===== src/rtl/cpr_pkg.sv =====
// rtl/cpr_pkg.sv - shared state encoding and prefetch sizing for the cpr RAM reader
package cpr_pkg;

   typedef enum logic [1:0] {
      ST_IDLE  = 2'd0,
      ST_READ  = 2'd1,
      ST_DRAIN = 2'd2,
      ST_FIN   = 2'd3
   } state_e;

   localparam int PREFETCH_DEPTH = 4;
   localparam int RD_LATENCY     = 2;

endpackage


===== src/rtl/cpr_reader_fifo.sv =====
// rtl/cpr_reader_fifo.sv - small prefetch FIFO carrying {last, data} with occupancy output
module cpr_reader_fifo
   import cpr_pkg::*;
#(
   parameter int WIDTH = 33,
   parameter int DEPTH = PREFETCH_DEPTH
) (
   input  logic                   clk_i,
   input  logic                   rst_n_i,
   input  logic                   push_i,
   input  logic [WIDTH-1:0]       wdata_i,
   input  logic                   pop_i,
   output logic [WIDTH-1:0]       rdata_o,
   output logic                   empty_o,
   output logic [$clog2(DEPTH):0] count_o
);
   localparam int PTR_W = $clog2(DEPTH);

   logic [WIDTH-1:0] mem_q [DEPTH];
   logic [PTR_W-1:0] wr_ptr_q, rd_ptr_q;
   logic [PTR_W:0]   count_q;
   logic             do_push, do_pop;

   assign do_pop  = pop_i && (count_q != '0);
   assign do_push = push_i && (count_q != (PTR_W+1)'(DEPTH));

   always_ff @(posedge clk_i or negedge rst_n_i) begin
      if (!rst_n_i) begin
         for (int i = 0; i < DEPTH; i++) mem_q[i] <= '0;
         wr_ptr_q <= '0;
         rd_ptr_q <= '0;
         count_q  <= '0;
      end else begin
         if (do_push) begin
            mem_q[wr_ptr_q] <= wdata_i;
            wr_ptr_q        <= wr_ptr_q + 1'b1;
         end
         if (do_pop) rd_ptr_q <= rd_ptr_q + 1'b1;
         count_q <= count_q + (PTR_W+1)'(do_push) - (PTR_W+1)'(do_pop);
      end
   end

   assign rdata_o = mem_q[rd_ptr_q];
   assign empty_o = (count_q == '0);
   assign count_o = count_q;

endmodule


===== src/rtl/cpr_ram_reader.sv =====
// rtl/cpr_ram_reader.sv - streams a contiguous RAM address range out on a valid/ready port
// Reads are issued ahead of the consumer so output stalls never lose or repeat words.
module cpr_ram_reader
   import cpr_pkg::*;
#(
   parameter int DATA_WIDTH = 32,
   parameter int ADDR_WIDTH = 14
) (
   input  logic                  CLK,
   input  logic                  RST_N,
   input  logic                  start,
   input  logic [ADDR_WIDTH-1:0] base_addr,
   input  logic [ADDR_WIDTH:0]   length,
   output logic                  busy,
   output logic                  done,
   output logic [ADDR_WIDTH-1:0] ram_addr,
   output logic [DATA_WIDTH-1:0] ram_din,
   output logic                  ram_we,
   input  logic [DATA_WIDTH-1:0] ram_dout,
   output logic [DATA_WIDTH-1:0] out_data,
   output logic                  out_valid,
   input  logic                  out_ready,
   output logic                  out_last
);
   localparam int               OCC_W   = $clog2(PREFETCH_DEPTH) + 1;
   localparam logic [OCC_W-1:0] DEPTH_L = OCC_W'(PREFETCH_DEPTH);
   localparam logic [ADDR_WIDTH:0] LEN_ONE = (ADDR_WIDTH+1)'(1);

   state_e                state_q, state_d;
   logic [ADDR_WIDTH:0]   len_q, len_d;
   logic [ADDR_WIDTH:0]   issued_q, issued_d;
   logic [ADDR_WIDTH-1:0] addr_q, addr_d;
   logic [RD_LATENCY-1:0] infl_vld_q, infl_last_q;
   logic                  issue, issue_last;
   logic [OCC_W-1:0]      fifo_count, infl_count;
   logic                  fifo_empty, head_last, pop, room;
   logic [DATA_WIDTH-1:0] head_data;

   always_comb begin
      infl_count = '0;
      for (int i = 0; i < RD_LATENCY; i++)
         infl_count = infl_count + OCC_W'(infl_vld_q[i]);
   end

   // Bound on words already committed (buffered or in flight) keeps the FIFO from overflowing
   // without ever looking at out_ready.
   assign room = (fifo_count + infl_count) < DEPTH_L;
   assign pop  = out_valid && out_ready;

   always_comb begin
      state_d    = state_q;
      len_d      = len_q;
      issued_d   = issued_q;
      addr_d     = addr_q;
      issue      = 1'b0;
      issue_last = 1'b0;
      case (state_q)
         ST_IDLE: begin
            if (start) begin
               len_d    = length;
               issued_d = '0;
               if (length == '0) begin
                  state_d = ST_FIN;
               end else begin
                  issue      = 1'b1;
                  issue_last = (length == LEN_ONE);
                  addr_d     = base_addr;
                  issued_d   = LEN_ONE;
                  state_d    = ST_READ;
               end
            end
         end
         ST_READ: begin
            if (issued_q == len_q) begin
               state_d = ST_DRAIN;
            end else if (room) begin
               issue      = 1'b1;
               issue_last = (issued_q == len_q - 1'b1);
               addr_d     = addr_q + 1'b1;
               issued_d   = issued_q + 1'b1;
            end
         end
         ST_DRAIN: begin
            if (pop && head_last) state_d = ST_FIN;
         end
         ST_FIN: begin
            state_d = ST_IDLE;
         end
         default: state_d = ST_IDLE;
      endcase
   end

   always_ff @(posedge CLK or negedge RST_N) begin
      if (!RST_N) begin
         state_q     <= ST_IDLE;
         len_q       <= '0;
         issued_q    <= '0;
         addr_q      <= '0;
         infl_vld_q  <= '0;
         infl_last_q <= '0;
      end else begin
         state_q     <= state_d;
         len_q       <= len_d;
         issued_q    <= issued_d;
         addr_q      <= addr_d;
         infl_vld_q  <= {infl_vld_q[RD_LATENCY-2:0], issue};
         infl_last_q <= {infl_last_q[RD_LATENCY-2:0], issue_last};
      end
   end

   cpr_reader_fifo #(
      .WIDTH (DATA_WIDTH + 1),
      .DEPTH (PREFETCH_DEPTH)
   ) u_fifo (
      .clk_i   (CLK),
      .rst_n_i (RST_N),
      .push_i  (infl_vld_q[RD_LATENCY-1]),
      .wdata_i ({infl_last_q[RD_LATENCY-1], ram_dout}),
      .pop_i   (pop),
      .rdata_o ({head_last, head_data}),
      .empty_o (fifo_empty),
      .count_o (fifo_count)
   );

   assign ram_addr  = addr_q;
   assign ram_din   = '0;
   assign ram_we    = 1'b0;
   assign out_valid = !fifo_empty;
   assign out_data  = head_data;
   // Stale slots may still hold an old last flag, so it is only meaningful with valid.
   assign out_last  = head_last && !fifo_empty;
   assign busy      = (state_q == ST_READ) || (state_q == ST_DRAIN);
   assign done      = (state_q == ST_FIN);

endmodule

===== config.mk =====
export PLATFORM = sky130hd
export DESIGN_NAME = cpr_ram_reader
export DESIGN_NICKNAME = d
export VERILOG_FILES = /design/src/rtl/cpr_pkg.sv /design/src/rtl/cpr_reader_fifo.sv /design/src/rtl/cpr_ram_reader.sv
export SDC_FILE = /design/constraint.sdc
export NUM_CORES = 1
export LEC_CHECK = 0
export BUFFER_PORTS_ARGS = -buffer_cell sky130_fd_sc_hd__buf_2
export CORE_ASPECT_RATIO = 1.4
export CORE_MARGIN = 1.5
export CORE_UTILIZATION = 60
export DETAILED_ROUTE_END_ITERATION = 8
export GPL_ROUTABILITY_DRIVEN = 0
export PLACE_DENSITY = 0.84
export SYNTH_ARGS = -nofsm -noshare
export SYNTH_HDL_FRONTEND = slang
export SYNTH_HIERARCHICAL = 1
export SYNTH_SLANG_ARGS = --single-unit

===== constraint.sdc =====
create_clock -name CLK -period 5.4 [get_ports CLK]
set_input_delay 0.54 -clock CLK [delete_from_list [all_inputs] [get_ports CLK]]
set_output_delay 0.54 -clock CLK [all_outputs]
set_load 0.01 [all_outputs]

# --- Word level (Yosys, flattened, before mapping) ---
# Index checks and enable logic that the tools add are counted.
classes:
  magnitude_cmp: 4
  n_reduce_logical: 17
  multipliers: 0
  div: 0
  n_shift: 0
  add_sub_neg: 9
  n_eq_ne: 13
  muxes: 31
  bitwise: 2
op_table:
  columns: ["operator", "count"]
  rows:
  - ["$bwmux 132", 1]
  - ["$mux 33", 3]
  - ["$bmux 33 s2", 1]
  - ["$demux 33 s2", 1]
  - ["$mux 14", 4]
  - ["$mux 15", 3]
  - ["$eq 15x15->1", 2]
  - ["$pmux 15 s2", 1]
  - ["$pmux 14 s2", 1]
  - ["$add 15x1->15 const B", 1]
  - ["$eq 15x1->1 const B", 1]
  - ["$logic_not 15->1", 1]
  - ["$sub 15x1->15 const B", 1]
  - ["$add 14x1->14 const B", 1]
  - ["$ne 2x2->1 const B", 6]
  - ["$mux 1", 9]
  - ["$mux 2", 4]
  - ["$pmux 2 s4", 1]
  - ["$ge 3x3->1 const B", 2]
  - ["$logic_and 1x1->1", 6]
  - ["$not 2->3", 2]
  - ["$reduce_and 5->1", 1]
  - ["$add 2x1->2 const B", 2]
  - ["$eq 2x2->1 const B", 2]
  - ["18 further kinds", 19]
totals:
  out_inout_bits: 83
  wordCells: 89
  memories: 0
  register_bits: 189
  latchBits: 0
  romBits: 0
  ram_bits: 0
  inputBits: 65

# --- Logic depth before layout (Yosys ltp) ---
logic_depth:
  ltp_word: 7
  mapped_depth: 12
  depth_no_buf: 10

# --- Cells and area by module ---
# Netlist, hierarchy kept.
by_module_without_submodules:
  columns: ["mod", "cells_each", "n_inst", "seq_area_each_um2", "area_per_inst_um2"]
  rows:
  - ["cpr_reader_fifo", 855, 1, 3478.3, 9629.2]
  - ["cpr_ram_reader", 394, 1, 1251.2, 3573.4]

# --- Worst setup path after synthesis ---
# Ideal clock, no wire load.
synth_path:
  path_kind: "reg-to-reg"
  startpoint: "register u_fifo.count_q[1] (netlist: u_fifo/count_o[1])"
  endpoint: "register u_fifo.count_q[2] (netlist: u_fifo/count_o[2])"
  path_stages_with_launch: 13
  t_arrival_ns: 2.387
  synth_period_minus_slack_ns: 2.509
  setup_time_ns: 0.123
  path_slack_ns: 2.891
  path_buffers: 2
  required_time_ns: 5.277
  path_cell_list: "dfrtp_1 > buf_2 > buf_4 > nor3_1 > nor2b_1 > o31a_1 > ha_1 > inv_1 > ha_1 > inv_1 > fa_1 > xnor2_1 > xnor2_1"
synth_via:
  elab_chain_cells: 5
  word_cells_on_any_way: 9
  classes_between: "add/sub (2); eq/ne (1); reduce/logical (6)"
synth_rtl:
  columns: ["element", "line", "text"]
  rows:
  - ["start: declaration", "cpr_reader_fifo.sv:21", "logic [PTR_W:0] count_q;"]
  - ["start signal: assignment", "cpr_reader_fifo.sv:39", "count_q <= count_q + (PTR_W+1)'(do_push) - (PTR_W+1)'(do_pop);"]
  - ["$logic_not 3->1", "cpr_reader_fifo.sv:44", "assign empty_o = (count_q == '0);"]
  - ["via fifo_empty", "cpr_ram_reader.sv:36", "logic fifo_empty, head_last, pop, room;"]
  - ["$logic_not 1->1", "cpr_ram_reader.sv:128", "assign out_valid = !fifo_empty;"]
  - ["$logic_and 1x1->1", "cpr_ram_reader.sv:48", "assign pop = out_valid && out_ready;"]
  - ["via pop", "cpr_ram_reader.sv:36", null]
  - ["$logic_and 1x1->1", "cpr_reader_fifo.sv:24", "assign do_pop = pop_i && (count_q != '0);"]
  - ["via u_fifo.do_pop", "cpr_reader_fifo.sv:22", "logic do_push, do_pop;"]
  - ["$sub 3x1->3", "cpr_reader_fifo.sv:39", null]
# The timed path passes the listed nets, and every way through them passes these cells.
# A chain may end at the register's enable or synchronous reset.

# --- Final worst setup path ---
layout_path:
  startpoint: "register u_fifo.count_q[0] (netlist: u_fifo/count_o[0])"
  endpoint: "register u_fifo/mem_q[102] in the netlist's numbering"
layout_via:
  elab_chain_cells: 2
layout_rtl:
  columns: ["element", "line", "text"]
  rows:
  - ["$ne 3x3->1", "cpr_reader_fifo.sv:25", "assign do_push = push_i && (count_q != (PTR_W+1)'(DEPTH));"]
  - ["$logic_and 1x1->1", "cpr_reader_fifo.sv:25", null]
  - ["end signal: indexed assignment", "cpr_reader_fifo.sv:35", "mem_q[wr_ptr_q] <= wdata_i;"]
  - ["end: declaration", "cpr_reader_fifo.sv:19", "logic [WIDTH-1:0] mem_q [DEPTH];"]
# Every way passes these cells.

==> flow_summary.yaml <==
synth:
  synth_flop_cell: "dfrtp_1"
  synth_top_area_share_pct: 35.82
  async_flop_share_pct: 100.0
  ys_ff_latch: 189
  synth_area_leaders: "dfrtp_1 36%, nand4bb_1 11%, a21bo_2 10%"
  synth-edff-count: 0
  yosysSeqAreaShare_pct: 35.82
  syn_avg_cell_area_um2: 10.57
  synth_cells: 1249
  synth_top_cell_by_area: "dfrtp_1"
  yosys_warnings: 6
  synth_area_um2: 13200
  synth_cell_type_count: 71
global_routing:
  grt_overflow_total: 0
  antenna_found_initial: 1
  grt_first_pass_wirelength_mm: 50.84
  grt_pass1_vias: 9820
  track_usage_pct: 27.55
  grt_max_degree: 125
clock_tree:
  cts_hold_repair.buffers: 0
  cts_buffer_depth: 2
  cts_tree: "done"
  clk_latency_ns: 0.44
  ctsResizeCount: 0
  clock-root-buffer: "clkbuf_16"
  cts.sink_count: 189
  clkTransAtPathRegs_ns: 0.07
  post-cts-setup-buffers: 0
  cts_buffers: 17
  htree_levels: 4
setup_path:
  crit_slowest_cell: "buf_4"
  cp.required_ns: 5.67
  crit_type: "register to register"
  crit_chain: "buf_4, nor3b_4, buf_4, buf_4, o211ai_1"
  cp_top_family: "buffers and inverters"
  crit_top_cell: "buf_4"
  slowest_delay_ns: 0.76
  endpoint_kind: "register"
  cp_max_fo: 82
  start_kind: "register"
  arrival_ns: 3.59
  path_buf_inv: 3
floorplanning:
  pin_count: 148
  die_h_um: 178.5
  initial_core_util_pct: 60.84
  die_x_um: 128.4
  rows: 64
  coreArea_um2: 21700
  die_area_um2: 22920
timing:
  min_period_over_period_pct: 61.52
  finClkSkew_ns: 0.007844
  min_period_ns: 3.322
  worstMarginPinSlew_ns: 1.133
  fmax_mhz: 301.0
  layout_setup_ws_ns: 2.078
  finalHoldViolCount: 0
  relSlewSlack_pct: 24.48
  finalSetupTns_ns: 0
  rsz0062_at_grt: "false"
  setup_violations: 0
  final-max-slew-violation-count: 0
detailed_routing:
  wl_mm: 31.25
  dr_total_vias: 10310
  vias_per_cell: 6.592
  drc_errors: 0
  routedWlPerCell_um: 19.98
  dr.pass1.iters: 7
  drt_iter0_markers: 1065
  drtAntennaViolNets: 0
cells_and_area:
  final_common_cell: "dfrtp_1"
  final_cell_mix: "184 x dfrtp_1, 151 x nand3_1, 136 x o211ai_1, 134 x nand4bb_1, 132 x a21bo_2"
  post-route-util_pct: 65.11
  finalNetCount: 1334
  syn_to_final_growth_pct: 7.022
  drive_gt1_share_pct: 27.41
hold_path:
  hp-class: "primary input to async pin"
pwr:
  power.total_mw: 9.192
  ir_drop_uv: 425.4
  powerDensity_nw_per_um2: 650.6
  p_leak_nw: 5.353
placement:
  place_ws_ns: 2.108
  port_buffers: 114
  dp_hpwl_mm: 18.04
run:
  cap_violations: 0
outcome:
  status: "completed"
==> power breakdown <==
group / internal, mW / switching [mW]
Combinational: 2.42 / 2.45
Sequential: 2.07 / 0.843
Clock: 0.826 / 0.575
Total: 5.32 / 3.87
==> sequential cells by signal (all words and copies together) (netlist names) <==
signal and cells:
len_q 15, infl_last_q 2, state_q 2, ram_addr 14, issued_q 15, u_fifo/wr_ptr_q 2
u_fifo/count_o 3, u_fifo/rd_ptr_q 2, u_fifo/mem_q 132, infl_vld_q 2
==> worst paths after layout <==
path                                    from  slack, ns  cells after the start           endpoint
max                        u_fifo/count_o[0]       2.08                      5  u_fifo/mem_q[102]
min                                    RST_N       0.17                      1   u_fifo/mem_q[73]
max reg2reg                u_fifo/count_o[0]       2.08                      5  u_fifo/mem_q[102]
min reg2reg                   infl_last_q[0]       0.38                      0     infl_last_q[1]
max in group asynchronous              RST_N       3.90                      2  u_fifo/mem_q[123]
min in group CLK                   length[4]       0.34                      2           len_q[4]
==> layer usage <==
layer	routed length [um]	up-vias	GRT usage (%)
met4	655	0	10.07
met2	15900	309	46.03
met1	13240	5204	36.32
li1	-	4748	-
met5	0	-	0
met3	1462	49	4.289
==> through the flow <==
step | hold slack [ns] | cells | instance area [um^2]
after floorplan | 0.2444 | 1281 | 13320
after detailed placement | 0.3726 | 1532 | 13480
final | 0.1658 | 1564 | 14130
after global routing | 0.2015 | 1563 | 14130
after CTS | 0.1924 | 1563 | 14130
after global placement | 0.3710 | 1532 | 13480
==> cell usage after synthesis, types with 12 or more instances <==
cell and count:
a21oi_1 13, o211ai_1 136, clkbuf_1 70, xor2_1 12
nor2_1 34, nand2_1 35, inv_1 16, nand3_1 151
nand2b_1 14, mux4_2 12, buf_2 55, dfrtp_1 189
nand4bb_1 134, mux2_2 15, a21bo_2 132, buf_4 40
mux4_1 21, xnor2_1 21, ha_1 14
==> cell type report <==
class / instances / area (um^2)
fillers: 1685 / 7571
well taps: 297 / 371.6
repair buffers: 130 / 699.4
diodes: 1 / 2.502
inverters: 16 / 60.06
multi-input cells: 900 / 7609
clock inverters: 12 / 211.5
flip-flops and latches: 189 / 4743
clock buffers: 19 / 432.9
==> logic make-up (layout without fill, tap and decap cells) <==
kind of cell	count (synthesis)	count (layout)	synth area share [%]
compound gates	344	344	22.20
xor+xnor	33	33	2.189
fa+ha+maj	15	15	1.478
buf+inv	192	177	7.582
flops	189	189	35.82
mux	55	55	8.036
other cells	1	34	0.02840
simple gates	420	420	22.66
No activity file was read; power rests on OpenSTA's default activity.
